[config.mk]
export PLATFORM = sky130hd
export DESIGN_NAME = transposed_block
export DESIGN_NICKNAME = d
export VERILOG_FILES = /design/src/rtl/transposed_block_pkg.sv /design/src/rtl/tap_sat_add.sv /design/src/rtl/transposed_block.sv
export SDC_FILE = /design/constraint.sdc
export NUM_CORES = 1
export LEC_CHECK = 0
export ABC_AREA = 1
export CAP_MARGIN = 20
export CELL_PAD_IN_SITES_DETAIL_PLACEMENT = 1
export CELL_PAD_IN_SITES_GLOBAL_PLACEMENT = 2
export CORE_MARGIN = 2
export CORE_UTILIZATION = 34
export CTS_CLUSTER_SIZE = 10
export DETAILED_ROUTE_END_ITERATION = 16
export GPL_TIMING_DRIVEN = 0
export PLACE_DENSITY_LB_ADDON = 0.1
export SLEW_MARGIN = 20
export SYNTH_ARGS = -nofsm -noshare
export SYNTH_HDL_FRONTEND = slang
export SYNTH_HIERARCHICAL = 1
export SYNTH_SLANG_ARGS = --single-unit
[constraint.sdc]
create_clock -name clk -period 13.3 [get_ports clk]
set_input_delay 3.99 -clock clk [delete_from_list [all_inputs] [get_ports clk]]
set_output_delay 3.99 -clock clk [all_outputs]
set_load 0.03 [all_outputs]
[src/rtl/transposed_block_pkg.sv]
// Shared widths and limits for the transposed FIR tap and its optional saturating adder.
package transposed_block_pkg;

    localparam int DEFAULT_N = 16;

    function automatic int acc_width(input int n);
        return 2 * n;
    endfunction

    localparam int ACC_W = acc_width(DEFAULT_N);

    localparam logic signed [ACC_W-1:0] ACC_MAX = {1'b0, {(ACC_W-1){1'b1}}};
    localparam logic signed [ACC_W-1:0] ACC_MIN = {1'b1, {(ACC_W-1){1'b0}}};

endpackage

[src/rtl/tap_sat_add.sv]
// Signed W-bit adder clamping to the most positive/negative value on overflow.
// Purely combinational, no handshake.
module tap_sat_add
    import transposed_block_pkg::*;
#(
    parameter int W = ACC_W
) (
    input  logic signed [W-1:0] a_i,
    input  logic signed [W-1:0] b_i,
    output logic signed [W-1:0] sum_o
);

    localparam logic signed [W-1:0] SAT_MAX = {1'b0, {(W-1){1'b1}}};
    localparam logic signed [W-1:0] SAT_MIN = {1'b1, {(W-1){1'b0}}};

    logic signed [W-1:0] raw_sum;
    logic                pos_ovf;
    logic                neg_ovf;

    assign raw_sum = a_i + b_i;

    // Overflow only when both operands share a sign and the result flips it.
    assign pos_ovf = !a_i[W-1] && !b_i[W-1] &&  raw_sum[W-1];
    assign neg_ovf =  a_i[W-1] &&  b_i[W-1] && !raw_sum[W-1];

    always_comb begin
        sum_o = raw_sum;
        if (pos_ovf) begin
            sum_o = SAT_MAX;
        end else if (neg_ovf) begin
            sum_o = SAT_MIN;
        end
    end

endmodule

[src/rtl/transposed_block.sv]
// One transposed-FIR tap: summed_signal = normal_signal*coeff + delay_q; to_register lands one cycle later.
// Product path is combinational, no handshake; TAP_SATURATE_EN makes the final add saturate instead of wrap.
module transposed_block
    import transposed_block_pkg::*;
#(
    parameter int N = DEFAULT_N
) (
    input  logic                        clk,
    input  logic                        reset,
    input  logic signed [N-1:0]         normal_signal,
    input  logic signed [N-1:0]         coeff,
    input  logic signed [2*N-1:0]       to_register,
    output logic signed [2*N-1:0]       summed_signal
);

    localparam int W = acc_width(N);

    logic signed [W-1:0] delay_d;
    logic signed [W-1:0] delay_q;
    logic signed [W-1:0] product;

    assign delay_d = to_register;

    always_ff @(posedge clk or negedge reset) begin
        if (!reset) begin
            delay_q <= '0;
        end else begin
            delay_q <= delay_d;
        end
    end

    // Sign-extend both operands so the full 2N-bit product is exact, including (-2^(N-1))^2.
    assign product = $signed({{N{normal_signal[N-1]}}, normal_signal})
                   * $signed({{N{coeff[N-1]}}, coeff});

`ifdef TAP_SATURATE_EN
    tap_sat_add #(
        .W(W)
    ) u_sat_add (
        .a_i   (product),
        .b_i   (delay_q),
        .sum_o (summed_signal)
    );
`else
    assign summed_signal = product + delay_q;
`endif

endmodule

==> impl_metrics.toml, run 1 <==
[outcome]
status = "finished, final reports clean"

[setup_path]
crit_slowest_cell = "fa_2"
path_max_fanout = 6
cp_cell_sequence = "buf_12, clkbuf_16, nand2_4, inv_2, fa_2, inv_2, fa_2, clkinv_4, fa_1, inv_1, fa_1, fa_1, fa_1, inv_1, ha_4, nand2_1, nor2_1, nand2_1, nand3b_1, nand2_1, nand2_1, nand2_1, clkbuf_4"
critPathKind = "input pin to primary output"
crit_arrival_ns = 9.26
critPathMostFrequentCell = "nand2_1"
startpoint_type = "input pin"
worst_ep_required_time_ns = 9.31
crit_start = "normal_signal[15]"
crit_path_end = "summed_signal[29]"
cp_top_family = "adder cells"
cp.depth = 23
cp-end-kind = "primary output"
crit_path_max_incr_delay_ns = 0.62
critPathBufInv = 8

[sta]
hold_violations = 0
rsz0062_at_grt = "yes"
max_clock_freq_ghz = 0.0755
post-route-min-period_ns = 13.25
tightest_slew_ns = 0.559
finalCritPeriodShare = 0.996
setup_viol = 0
max_slew_margin = 0.627
drv_slew = 0

[place]
hpwl_um = 35100
port_buffers = 70
finalWeightedCongestion = 0.857

[detailed_routing]
dr.pass1.iters = 4
vias_per_cell = 4.64
drt_first_iter_violations = 297
drc = 0
wirelength_um = 40200
wl_per_cell_um = 19.0
ant_nets = 0
vias = 9810

[cells_and_area]
nets = 2104
regMostFlops = "delay_q"
syn_to_final_growth_pct = 21.7
final_util = 0.418
top_regs = "delay_q x32"
drive_above_1_share = 0.147
fillers = 4307
largest_reg_flops = 32
diodes = 0

[logic_synthesis]
synth-seq-cells = 32
synthCells = 1553
synth_top_cell_area_share = 0.469
yosys_warnings = 6
yosysSeqAreaShare = 0.0642
synthTopCellsByArea = "fa_1, inv_1, nand2_1, ha_1, dfrtp_1"
synth_largest_area_cell = "fa_1"
syn-cell-area_sq_um = 12500
synth_cell_types = 30
syn_area_per_cell_sq_um = 8.03
synthesis.nets = 2009

[global_route]
grtUsageTotal = 0.224
grt_first_pass_wirelength_um = 63900
grt.overflow.total = 0
grt_pass1_vias = 11531
antenna_found_initial = 0
grt_max_degree = 29

[clock_tree]
clkSinkCount = 32
cts-buffers-inserted = 5
h-tree-depth = 2
cts_root_buf = "clkbuf_16"
cts_tree = "yes"
clk_pin_slew_ns = 0.05
clk_path_buf_depth = 2

[floorplan]
initial_core_util = 0.343
dieArea_sq_um = 38200
die_y_um = 196
rows = 70
die_w_um = 196
core_sq_um = 36300
ios = 98

[worst_hold_path]
worstHoldPathType = "input pin to asynchronous set/reset pin"

[job]
cap_violations = 0
[worst min path at each step]
stage	startpoint	to	slack [ns]
final	reset	delay_q[26]	3.52
after global placement	to_register[22]	delay_q[22]	4.44
after floorplan	reset	delay_q[0]	3.69
after detailed placement	reset	delay_q[25]	3.82
after global routing	reset	delay_q[31]	3.51
after CTS	reset	delay_q[26]	3.51
[layer usage]
| metal | track usage | vias up | part of all wire | wire, um |
|---|---|---|---|---|
| met4 | 0.0322 | 0 | 0.016 | 661 |
| met3 | 0.0242 | 31 | 0.024 | 975 |
| met5 | 0 | - | 0 | 0 |
| li1 | - | 4524 | - | - |
| met1 | 0.272 | 5120 | 0.42 | 17000 |
| met2 | 0.433 | 135 | 0.54 | 21500 |
[synth_stat cells]
cell type and instances:
a21boi_2 1, a21o_1 2, a21oi_1 32, a21oi_2 1, buf_1 1, buf_4 2, clkbuf_1 56, dfrtp_1 32
fa_1 292, ha_1 98, inv_1 505, inv_2 1, nand2_1 370, nand2_2 8, nand2_4 1, nand3_1 29
nand3b_1 1, nand4_1 8, nor2_1 51, nor2_4 1, nor3_1 7, nor3_2 2, o21a_1 1, o21ai_0 16
o21ai_1 3, o21ai_2 1, o21bai_1 2, or2_2 4, xnor2_1 5, xor2_1 20
[cell families after synthesis]
kind of cell,Yosys count,synth area share
compound gates,59,0.0258
simple gates,482,0.155
fa+ha+maj,390,0.567
buf+inv,565,0.171
xor+xnor,25,0.0175
flops,32,0.0642
[cells in the final DEF (no fill, tap or decap), types with 8 or more instances in the layout]
master	instances
nor2_1	30
buf_6	8
a21oi_2	11
xor2_1	17
a21oi_1	19
clkbuf_16	15
fa_2	9
clkbuf_4	15
nand2_1	353
nand2_2	20
nand4_1	8
inv_1	487
dfrtp_1	32
inv_2	16
clkdlybuf4s50_1	42
ha_4	20
fa_1	283
buf_4	34
nor2_4	8
o21ai_0	12
nand3_1	23
buf_8	8
ha_1	78
nor2_2	14
[cell type report]
cell class | count | area (sq um) | area share
Timing Repair Buffer | 88 | 808 | 0.0532
Buffer | 59 | 764 | 0.0504
Clock inverter | 2 | 12.5 | 0.000824
Sequential cell | 32 | 801 | 0.0528
Inverter | 506 | 1910 | 0.126
Clock buffer | 5 | 125 | 0.00824
Tap cell | 468 | 586 | 0.0386
Multi-Input combinational cell | 956 | 10200 | 0.670
[what timing repair did]
action,CTS,global route
setup endpoints to repair,25,23
pin swaps,32,47
buffers inserted,11,5
cloned,0,1
hold buffers,0,0
resized for setup,343,129
[metrics by stage]
stage	cells	hold slack [ns]	TNS (ns)	area [sq um]	setup WS (ns)
global placement	2091	4.44	-34.67	13800	-1.78
detailed placement	2092	3.82	-34.32	13800	-1.78
CTS	2110	3.51	-0.164	14700	-0.104
floorplan	1553	3.69	-0.0472	12500	-0.0472
global route	2116	3.51	-0.684	15200	-0.143
finish	2116	3.52	0	15200	0.0483
Power of run 1 is not shown: default switching activity piles up to over one toggle a cycle in this logic, so the estimate is an artifact.
==> inputs of run 2 (changes only) <==
--- a/config.mk
+++ b/config.mk
@@ -9,8 +9,9 @@
 export CAP_MARGIN = 20
 export CELL_PAD_IN_SITES_DETAIL_PLACEMENT = 1
 export CELL_PAD_IN_SITES_GLOBAL_PLACEMENT = 2
-export CORE_MARGIN = 2
+export CORE_MARGIN = 10
 export CORE_UTILIZATION = 34
+export CTS_CLUSTER_DIAMETER = 30
 export CTS_CLUSTER_SIZE = 10
 export DETAILED_ROUTE_END_ITERATION = 16
 export GPL_TIMING_DRIVEN = 0
==> impl_metrics.toml, run 2 (synthesis gave the netlist of run 1 again) <==
[job]
cap_violations = 0

[setup_path]
critPathKind = "input pin to primary output"
crit_arrival_ns = 9.29
path_max_fanout = 6
worst_ep_required_time_ns = 9.31
startpoint_type = "input pin"
cp-end-kind = "primary output"

[clock_tree]
clk_pin_slew_ns = 0.05
cts-buffers-inserted = 5
h-tree-depth = 2
cts_root_buf = "clkbuf_16"
clkSinkCount = 32
cts_tree = "yes"
clk_path_buf_depth = 2
cts_hold_buf = 0

[floorplan]
ios = 98
initial_core_util = 0.342
die_y_um = 212
die_w_um = 212
core_sq_um = 36400
rows = 70
dieArea_sq_um = 44800

[cells_and_area]
drive_above_1_share = 0.176
seq_area_sq_um = 801
mostFrequentLayoutCells = "inv_1, nand2_1, fa_1"
final_cells = 2123
regMostFlops = "delay_q"
layout_commonest_cell = "inv_1"
top_regs = "delay_q x32"
nets = 2111
syn_to_final_growth_pct = 23.7
fillers = 4323
diodes = 0
multi_input_area_sq_um = 10400
largest_reg_flops = 32

[detailed_routing]
vias = 9738
drc = 0
dr.pass1.iters = 4
wl_per_cell_um = 19.1
drt_first_iter_violations = 313
ant_nets = 0
wirelength_um = 40700
vias_per_cell = 4.59

[global_route]
grtUsageTotal = 0.191
grt.overflow.total = 0
grt_max_degree = 29
grt_pass1_vias = 11392
antenna_found_initial = 0
grt_first_pass_wirelength_um = 64600

[sta]
max_clock_freq_ghz = 0.0753
drv_slew = 0
post-route-min-period_ns = 13.28
setup_viol = 0
rsz0062_at_grt = "yes"
max_slew_margin = 0.625
finalCritPeriodShare = 0.998
tightest_slew_ns = 0.563
hold_violations = 0

[place]
hpwl_um = 35300
port_buffers = 70
finalWeightedCongestion = 0.868
dp.cells = 2092

[outcome]
status = "finished, final reports clean"

[worst_hold_path]
worstHoldPathType = "input pin to asynchronous set/reset pin"
run 2: cell count changes in the layout (fill, tap and decap cells not counted), sizes merged:
| cell | delta |
|---|---|
| buf | +12 |
| clkinvlp | -1 |
| clkdlybuf4s15 | -1 |
| dlygate4sd2 | -1 |
| clkbuf | -2 |
run 2: per-layer routing:
metal	global-route usage	part of all wire	routed length, um
met1	0.234	0.42	16900
met2	0.360	0.54	21800
met3	0.0281	0.042	1720
met4	0.0107	0.0041	165
met5	0	0	0
run 2: area by class of cell:
type | count | share of cell area
clock buffers | 6 | 0.00835
flip-flops and latches | 32 | 0.0519
multi-input cells | 956 | 0.672
inverters | 506 | 0.124
well taps | 468 | 0.0379
plain buffers | 59 | 0.0482
clock inverters | 1 | 0.000324
repair buffers | 95 | 0.0575
run 2: how the worst max path moves through the flow:
stage	from	end	slack (ns)	cells past startpoint
global route	normal_signal[15]	summed_signal[31]	-0.11	28
CTS	normal_signal[15]	summed_signal[31]	-0.001	25
global placement	normal_signal[14]	summed_signal[22]	-1.79	23
floorplan	normal_signal[15]	summed_signal[23]	-0.05	22
detailed placement	normal_signal[14]	summed_signal[31]	-1.76	25
finish	normal_signal[15]	summed_signal[31]	0.02	28
run 2: metrics by stage:
step           hold slack (ns)  cell area, sq um  TNS (ns)  utilization  setup WS, ns
2_1_floorplan             3.69             12500   -0.0472            -       -0.0472
3_3_place_gp              4.44             13800    -35.46        0.378         -1.79
3_5_place_dp              3.82             13800    -35.63        0.379         -1.76
4_1_cts                   3.51             14800  -0.00105        0.405      -0.00105
5_1_grt                   3.51             15400    -0.379        0.424        -0.108
6_report                  3.51             15400         0        0.424        0.0209
run 2: timing repair:
action | CTS | global route
setup buffers | 13 | 11
pin swaps | 26 | 59
setup endpoints to repair | 26 | 23
endpoints found under the hold margin | 0 | 0
resized for setup | 339 | 207
run 2: critical path, stage by stage:
cell       delay (ns)
buf_12           0.12
clkbuf_16        0.16
nand2_1          0.07
inv_1            0.05
fa_2             0.62
inv_2            0.05
fa_2             0.56
inv_4            0.08
fa_2             0.56
inv_1            0.06
fa_1             0.47
inv_1            0.05
fa_1             0.47
inv_1            0.07
fa_1             0.56
inv_1            0.09
ha_4             0.30
nand2_2          0.07
nor2_2           0.14
nand2_2          0.09
nor3_2           0.12
nand2_1          0.08
inv_1            0.10
nor2_4           0.06
inv_1            0.05
nand2_1          0.05
nand2_1          0.07
buf_6            0.13
Power of run 2 is left out for the same reason.
==> inputs of run 3 (changes only) <==
--- a/config.mk
+++ b/config.mk
@@ -7,7 +7,7 @@
 export LEC_CHECK = 0
 export ABC_AREA = 1
 export CAP_MARGIN = 20
-export CELL_PAD_IN_SITES_DETAIL_PLACEMENT = 1
+export CELL_PAD_IN_SITES_DETAIL_PLACEMENT = 2
 export CELL_PAD_IN_SITES_GLOBAL_PLACEMENT = 2
 export CORE_MARGIN = 10
 export CORE_UTILIZATION = 34
==> impl_metrics.toml, run 3 (synthesis gave the netlist of run 1 again) <==
[global_route]
grt.overflow.total = 0
grt_max_degree = 29
grt_pass1_vias = 12180
grtUsageTotal = 0.206
grt_first_pass_wirelength_um = 69200
antenna_found_initial = 0

[clock_tree]
h-tree-depth = 2
cts_hold_buf = 0
clkSinkCount = 32
clk_path_buf_depth = 2
cts-buffers-inserted = 5
cts_tree = "yes"
clk_pin_slew_ns = 0.06
cts_root_buf = "clkbuf_16"

[cells_and_area]
diodes = 0
fillers = 4020
final_cells = 2125
largest_reg_flops = 32
syn_to_final_growth_pct = 24.1
stdcell_area_sq_um = 15500
top_regs = "delay_q x32"
final_util = 0.425
regMostFlops = "delay_q"
nets = 2112
layout_commonest_cell = "inv_1"
drive_above_1_share = 0.180
mostFrequentLayoutCells = "inv_1, nand2_1, fa_1"

[detailed_routing]
vias = 10040
ant_nets = 0
vias_per_cell = 4.72
dr.pass1.iters = 6
drc = 0
wl_per_cell_um = 21.0
drt_first_iter_violations = 317
wirelength_um = 44700

[sta]
post-route-min-period_ns = 13.30
rsz0062_at_grt = "yes"
finalWorstSetupSlack_ns = -0.000552
max_clock_freq_ghz = 0.0752
tightest_slew_ns = 0.598
max_slew_margin = 0.601
finalCritPeriodShare = 1.00
setup_viol = 1
drv_slew = 0
hold_violations = 0

[outcome]
status = "complete, but fails checks"
violations = "negative setup slack"

[place]
pre_cts_ws_ns = -1.84
port_buffers = 70
finalWeightedCongestion = 0.868
place_area_sq_um = 13800
dp.cells = 2092
hpwl_um = 38000

[floorplan]
die_y_um = 212
core_sq_um = 36400
dieArea_sq_um = 44800
die_w_um = 212
ios = 98
rows = 70
initial_core_util = 0.342

[worst_hold_path]
worstHoldPathType = "input pin to asynchronous set/reset pin"

[setup_path]
startpoint_type = "input pin"
crit_arrival_ns = 9.31
worst_ep_required_time_ns = 9.31
crit_path_max_incr_delay_ns = 0.62
path_max_fanout = 6
crit_slowest_cell = "fa_2"
critPathKind = "input pin to primary output"
cp-end-kind = "primary output"

[job]
cap_violations = 0
run 3: changes by cell type in the layout (fill, tap and decap cells not counted), sizes merged:
cell | before | now
buf | 73 | 75
inv | 505 | 506
clkdlybuf4s15 | 2 | 1
clkinv | 2 | 1
bufinv | 0 | 1
run 3: worst paths after layout:
path                       slack [ns]              start           endpoint  cells past startpoint
max in group asynchronous        9.39              reset         delay_q[2]                      2
setup / recovery              -0.0006  normal_signal[15]  summed_signal[31]                     25
min in group clk                 4.13    to_register[26]        delay_q[26]                      1
hold / removal                   3.51              reset        delay_q[25]                      1
run 3: metrics by stage:
| step | setup TNS, ns | hold slack, ns |
|---|---|---|
| finish | -0.000552 | 3.51 |
| global placement | -35.46 | 4.44 |
| detailed placement | -35.91 | 3.82 |
| CTS | -0.246 | 3.51 |
| floorplan | -0.0472 | 3.69 |
| global route | -0.787 | 3.51 |
run 3: worst max-delay path, delay by kind of cell:
kind	cells	cell delay [ns]
adders and majority gates	7	3.58
buffers and inverters	10	0.82
and+or+nand+nor	5	0.51
AOI/OAI and AO/OA	3	0.40
run 3: area by class of cell:
| type | count | area (sq um) | area share |
|---|---|---|---|
| inverter | 506 | 1910 | 0.123 |
| clock inverter | 2 | 35.0 | 0.00226 |
| tap | 468 | 586 | 0.0378 |
| sequential | 32 | 801 | 0.0517 |
| clock buffer | 6 | 129 | 0.00832 |
| multi-input combinational | 956 | 10400 | 0.673 |
| buffer | 59 | 698 | 0.0451 |
| timing repair buffer | 96 | 913 | 0.0590 |
run 3: repair_timing:
item	CTS	global route
hold endpoints to repair	0	0
setup endpoints to repair	25	23
resized for setup	364	187
setup buffers	8	16
pin swaps	26	62
gates cloned	0	1
run 3: metal layers:
metal  wire length [um]  track usage
met4                947       0.0394
met1              17700        0.239
met3               1480       0.0229
met5                  0            0
met2              24500        0.397
Power of run 3 is left out for the same reason.
